===== src/rtl/siso_shift_ctrl.sv =====
// Serial-in/serial-out shift sequencer: loads a parallel word, shifts it out MSB-first
// with DIV clocks per bit, and captures serial_in into the same register (full duplex).
module siso_shift_ctrl #(
  parameter int WIDTH = 8,
  parameter int DIV   = 1
) (
  input  logic             clk,
  input  logic             rst,
  input  logic [WIDTH-1:0] tx_data,
  input  logic             tx_valid,
  output logic             tx_ready,
  input  logic             abort,
  input  logic             serial_in,
  output logic             serial_out,
  output logic             bit_strobe,
  output logic             busy,
  output logic [WIDTH-1:0] rx_data,
  output logic             rx_valid
);

  localparam int DIV_W = (DIV > 1) ? $clog2(DIV) : 1;
  localparam int BL_W  = $clog2(WIDTH + 1);
  localparam int SR_W  = WIDTH - 1;

  localparam logic [DIV_W-1:0] DIV_RELOAD = DIV_W'(DIV - 1);
  localparam logic [DIV_W-1:0] DIV_ZERO   = DIV_W'(0);
  localparam logic [DIV_W-1:0] DIV_ONE    = DIV_W'(1);
  localparam logic [BL_W-1:0]  BITS_FULL  = BL_W'(WIDTH);
  localparam logic [BL_W-1:0]  BITS_ONE   = BL_W'(1);
  localparam logic [SR_W-1:0]  SR_ZERO    = SR_W'(0);
  localparam logic [WIDTH-1:0] RX_ZERO    = WIDTH'(0);

  typedef enum logic {
    IDLE  = 1'b0,
    SHIFT = 1'b1
  } state_t;

  state_t           state_q, state_d;
  // The word's MSB goes straight to serial_out on accept, so only WIDTH-1 bits are kept;
  // the top bit of shift_q is always the next transmit bit.
  logic [SR_W-1:0]  shift_q, shift_d;
  logic [DIV_W-1:0] div_cnt_q, div_cnt_d;
  logic [BL_W-1:0]  bits_left_q, bits_left_d;
  logic             serial_out_q, serial_out_d;
  logic [WIDTH-1:0] rx_data_q, rx_data_d;
  logic             rx_valid_q, rx_valid_d;

  assign tx_ready   = (state_q == IDLE);
  assign busy       = (state_q == SHIFT);
  assign bit_strobe = (state_q == SHIFT) && (div_cnt_q == DIV_ZERO) && !abort;
  assign serial_out = serial_out_q;
  assign rx_data    = rx_data_q;
  assign rx_valid   = rx_valid_q;

  // Next-state and next-output computation for the frame sequencer.
  always_comb begin
    state_d      = state_q;
    shift_d      = shift_q;
    div_cnt_d    = div_cnt_q;
    bits_left_d  = bits_left_q;
    serial_out_d = serial_out_q;
    rx_data_d    = rx_data_q;
    rx_valid_d   = 1'b0;
    case (state_q)
      IDLE: begin
        if (tx_valid) begin
          shift_d      = tx_data[SR_W-1:0];
          serial_out_d = tx_data[WIDTH-1];
          div_cnt_d    = DIV_RELOAD;
          bits_left_d  = BITS_FULL;
          state_d      = SHIFT;
        end else begin
          serial_out_d = 1'b0;
        end
      end
      SHIFT: begin
        if (abort) begin
          serial_out_d = 1'b0;
          state_d      = IDLE;
        end else if (div_cnt_q != DIV_ZERO) begin
          div_cnt_d = div_cnt_q - DIV_ONE;
        end else begin
          shift_d     = (shift_q << 1'b1) | SR_W'(serial_in);
          bits_left_d = bits_left_q - BITS_ONE;
          div_cnt_d   = DIV_RELOAD;
          if (bits_left_q != BITS_ONE) begin
            serial_out_d = shift_q[SR_W-1];
          end else begin
            rx_data_d    = {shift_q, serial_in};
            rx_valid_d   = 1'b1;
            serial_out_d = 1'b0;
            state_d      = IDLE;
          end
        end
      end
      default: begin
        serial_out_d = 1'b0;
        state_d      = IDLE;
      end
    endcase
  end

  // State and registered outputs, cleared asynchronously by rst.
  always_ff @(posedge clk or posedge rst) begin
    if (rst) begin
      state_q      <= IDLE;
      shift_q      <= SR_ZERO;
      div_cnt_q    <= DIV_ZERO;
      bits_left_q  <= BL_W'(0);
      serial_out_q <= 1'b0;
      rx_data_q    <= RX_ZERO;
      rx_valid_q   <= 1'b0;
    end else begin
      state_q      <= state_d;
      shift_q      <= shift_d;
      div_cnt_q    <= div_cnt_d;
      bits_left_q  <= bits_left_d;
      serial_out_q <= serial_out_d;
      rx_data_q    <= rx_data_d;
      rx_valid_q   <= rx_valid_d;
    end
  end

endmodule


===== config.mk =====
export PLATFORM = sky130hd
export DESIGN_NAME = siso_shift_ctrl
export DESIGN_NICKNAME = d
export VERILOG_FILES = /design/src/rtl/siso_shift_ctrl.sv
export SDC_FILE = /design/constraint.sdc
export NUM_CORES = 1
export LEC_CHECK = 0
export ABC_CLOCK_PERIOD_IN_PS = 1600
export CAP_MARGIN = 30
export CORE_ASPECT_RATIO = 0.6
export CORE_UTILIZATION = 42
export CTS_CLUSTER_SIZE = 40
export DETAILED_ROUTE_END_ITERATION = 7
export PLACE_DENSITY = 0.85
export SLEW_MARGIN = 0
export SYNTH_ARGS = -nofsm -noshare
export SYNTH_HDL_FRONTEND = slang
export SYNTH_SLANG_ARGS = --single-unit

===== constraint.sdc =====
create_clock -name clk -period 1.6 [get_ports clk]
set_clock_uncertainty 0.2 [all_clocks]
set_input_delay 0.4 -clock clk [delete_from_list [all_inputs] [get_ports clk]]
set_output_delay 0.4 -clock clk [all_outputs]
set_load 0.05 [all_outputs]

# After elaboration in Yosys (flattened, before gate mapping)
# Index checks and enable logic that the tools add are counted.
# Widths: inputs -> output; s select.
[word_totals]
register_bits = 23
output_inout_bits = 13
word_cells = 51
[op_classes]
n_addsub = 2
n_eq_ne = 5
muxes = 26
bitwise_logic = 5
reduce_logical = 6
[ops]
columns = ["cell", "count"]
rows = [
  ["$mux 7", 3],
  ["$mux 1", 15],
  ["$pmux 7 s2", 1],
  ["$mux 4", 3],
  ["$pmux 4 s2", 1],
  ["$or 7x1->7", 1],
  ["$ne 2x2->1 const B", 3],
  ["$pmux 1 s2", 3],
  ["$ne 4x1->1 const B", 1],
  ["$not 1->1", 4],
  ["$reduce_and 4->1", 1],
  ["$sub 4x1->4 const B", 1],
  ["$ne 3x3->1 const B", 1],
  ["$reduce_and 3->1", 1],
  ["$logic_and 1x1->1", 2],
  ["$reduce_and 2->1", 1],
  ["$logic_not 1->1", 1],
  ["$sub 1x1->1 const B", 1],
]

# Depth between registers and ports, before layout
[depth]
word_depth = 5
depth_mapped = 5
ltp_nobuf = 5

# Worst setup path after synthesis
# Ideal clock, no wire load.
[synth_path]
path_kind = "reg2reg"
startpoint = "register state_q (netlist: busy)"
endpoint = "register rx_data_q[0] (netlist: rx_data[0])"
setup_ns = 0.125
arrival_time_ns = 1.575
required_time_ns = 1.275
path_slack_ns = -0.299
path_stages_with_launch = 6
path_buffers = 1
period_less_slack_ns = 1.899
cell_sequence = "dfrtp_1 > buf_4 > nand2b_4 > inv_2 > nand2_4 > mux2_2"
[synth_between]
elab_chain_cells = 1
[synth_rtl]
columns = ["element", "line", "source"]
rows = [
  ["start: declaration", "38", "state_t state_q, state_d;"],
  ["start signal: assignment", "114", "state_q <= state_d;"],
  ["$reduce_and 4->1 (no line)", "n/a", ""],
  ["end signal: assignment", "119", "rx_data_q <= rx_data_d;"],
  ["end: declaration", "45", "logic [WIDTH-1:0] rx_data_q, rx_data_d;"],
]
# No other way between the ends.
# A chain may end at the register's enable or synchronous reset.

# Final worst setup path
[layout_path]
startpoint = "register state_q (netlist: busy)"
endpoint = "output tx_ready"
[layout_between]
elab_chain_cells = 1
[layout_rtl]
columns = ["element", "line", "source"]
rows = [
  ["$not 1->1", "n/a", ""],
  ["end: declaration", "11", "output logic tx_ready,"],
]
# No other way between the ends.

==> impl_results.md <==
* Status: complete, but fails checks
* Failing checks: negative setup slack
* Layout cell share with drive strength beyond 1 at 39.1%
* Final worst path period need at 1650 ps
* Die Y at 39.4 um
* Startpoint types: register
* GPL Wtd Cong at 0.735
* Sequential-to-total area share from yosys stat at 56.2%
* Yosys reg bits at 22
* RSZ-0062 raised after global routing: true
* Fin Setup TNS at -162 ps
* Max Slew Vio Count at 0
* First-pass GRT wire length at 3840 um
* Die Area at 2540 sq um
* Row Count at 13
* Final core utilization at 72.8%
* Peak supply drop at 0.00120 V
* Post-synth EDFFs at 0
* Total track usage at 22.0%
* Largest net degree at the start of global routing at 23
* Syn Inst Count at 86
* Ys async rst share at 100%
* Ports at 26
* Final hold vios at 0
* Placed cells at 148
* Drc violations at 0
* Routed Antenna Nets at 0
* Post-synth cell types at 26
* N_diodes at 0
* Num CTS Buffers at 3
* Measured slew at the worst slew-check pin at 340 ps
* Register-to-register setup slack at -10 ps
* Crit path DAT at 1050 ps
* CTS H-tree depth at 1
* # setup viols final at 6
* Core Footprint at 2180 sq um
* Critical Path RT at 1000 ps
* Worst-path maximum fanout at 5
* Initial antenna violation count at 0
* Final Instance Area at 1590 sq um
* Synth-to-layout area growth at 62.1%
* Vias at 812
* Hold Path Class: in -> async
* Clk sinks at 22
* Starting DRC count in detailed routing at 28
* Clock tree buffer depth at 2
* PortBufs at 25
* Routed Wire Length at 2610 um
* Fmax at 605 MHz
* Pwr Density at 1830 nW/um^2
* Post-DP Area at 1470 sq um
* Slew headroom at 77.1%
* Mean Syn Cell Area at 11.4 sq um
* Crit Path Category: reg -> out
* Fin nets at 144
* Yosys top cell by area: dfrtp_1
* Root buf cell: clkbuf_8
* Fin crit share at 103%
* Via density at 5.14
* Vias in the first global route at 800
* Mapped cell area at 980 sq um
* Leak pwr at 0.000733 uW
* Global route overflow at 0
* Max-cap viol count at 0
* Reg clk slew, reported paths at 80 ps
* Ys Warns at 0
* Crit path capture type: output port
* Share of the synthesized area in the top cell type at 56.2%
* Post-route insts no fill at 158
* Drt first pass iters at 4
* Fin Hold WS at 282 ps
* WL/cell at 16.5 um
* CTS tree: built
* Synth Net Count at 101
* Dominant synthesized flop cell: dfrtp_1
* Largest cells by area after synthesis: dfrtp_1 56%, mux2_2 9.2%, o22ai_1 3.2%
* Chip width at 64.4 um
* Initial Util at 44.9%
* Final-layout fill cell count at 171
* Latest clock arrival within the worst-skew pair at 260 ps
* Setup WS post-layout at -53.5 ps
* Post-DP HPWL at 1720 um
==> critical path: stages, from the launching register on <==
cell,delay [ps]
dfrtp_2,470
clkinvlp_4,160
buf_12,160
==> per-layer routing <==
metal,up-vias,wire length (um),track usage [%]
li1,380,-,-
met3,2,140,5.52
met2,27,1290,38.9
met1,403,1170,27.0
met4,0,10,7.22
met5,-,0,0
==> final timing paths <==
| path | from | end | depth (start not counted) |
|---|---|---|---|
| worst max register to register | bits_left_q[1]$_DFFE_PP0P_ | rx_data[6]$_DFFE_PP0P_ | 5 |
| max in group asynchronous | rst | busy$_DFF_PP0_ | 3 |
| worst min register to register | shift_q[6]$_DFFE_PP0P_ | rx_data[7]$_DFFE_PP0P_ | 1 |
| min in group clk | shift_q[6]$_DFFE_PP0P_ | rx_data[7]$_DFFE_PP0P_ | 1 |
| worst max-delay path | busy$_DFF_PP0_ | tx_ready | 2 |
| worst min-delay path | rst | shift_q[5]$_DFFE_PP0P_ | 3 |
==> state kept, by name (all words and copies together), names as in the netlist <==
signal	flops
busy	1
serial_out	1
rx_valid	1
bits_left_q	4
rx_data	8
shift_q	7
==> what timing repair did <==
action | CTS | global route
endpoints found under the hold margin | 0 | 0
pin swaps | 1 | 1
cloned | 0 | 1
hold buffers | 0 | 0
setup buffers | 2 | 3
setup endpoints to repair | 11 | 12
resized for setup | 2 | 2
==> power by group <==
group | internal [uW] | total (uW) | switching [uW]
Combinational | 708 | 1390 | 686
Clock | 334 | 515 | 181
Sequential | 759 | 990 | 232
==> kinds of logic (layout without fill, tap and decap cells) <==
| logic type | Yosys count | count (layout) | share of synthesized area, % |
|---|---|---|---|
| XOR/XNOR | 2 | 2 | 1.79 |
| AND/OR/NAND/NOR | 25 | 26 | 15.1 |
| flip-flops | 22 | 22 | 56.2 |
| buffers and inverters | 10 | 51 | 4.47 |
| adder cells (fa/ha/maj) | 2 | 2 | 2.55 |
| AO/OA/AOI/OAI | 16 | 16 | 9.71 |
| multiplexers | 9 | 9 | 10.2 |
==> Yosys cell counts, drive strengths merged (2+ instances only) <==
library cell,n
dfrtp,22
mux2,8
inv,7
nor2,6
nand2,5
nor3,5
o22ai,5
o21ai,4
a21oi,3
buf,3
nor2b,3
ha,2
nand2b,2
nand3,2
xnor2,2
==> placed cells by master (no fill, tap or decap), types with 2 or more instances in the layout <==
cell              n
nor3_1            5
buf_4            15
nor2_1            6
inv_1             4
ha_1              2
clkbuf_8          3
mux2_2            8
nor2b_1           3
clkdlybuf4s50_1  11
buf_12           13
o22ai_1           4
nand2_1           4
dfrtp_1          21
o21ai_0           4
xnor2_1           2
a21oi_1           3
nand3_1           2
==> through the flow <==
stage                     total power [uW]  worst slack (ps)
after global routing                  3020             -91.3
after detailed placement              2320              -294
after CTS                             2880             -63.5
after global placement                2270              -255
after floorplan                       1640             -2.38
final                                 2900             -53.5
==> area by class of cell <==
cell class / count / area, sq um / area share (%)
flip-flops and latches: 22 / 552 / 34.8
repair buffers: 40 / 492 / 31.0
multi-input cells: 55 / 400 / 25.2
clock buffers: 3 / 41.3 / 2.60
well taps: 30 / 37.5 / 2.36
inverters: 7 / 35.0 / 2.21
clock inverters: 1 / 30.0 / 1.89
Power figures use the tool's default switching activity.
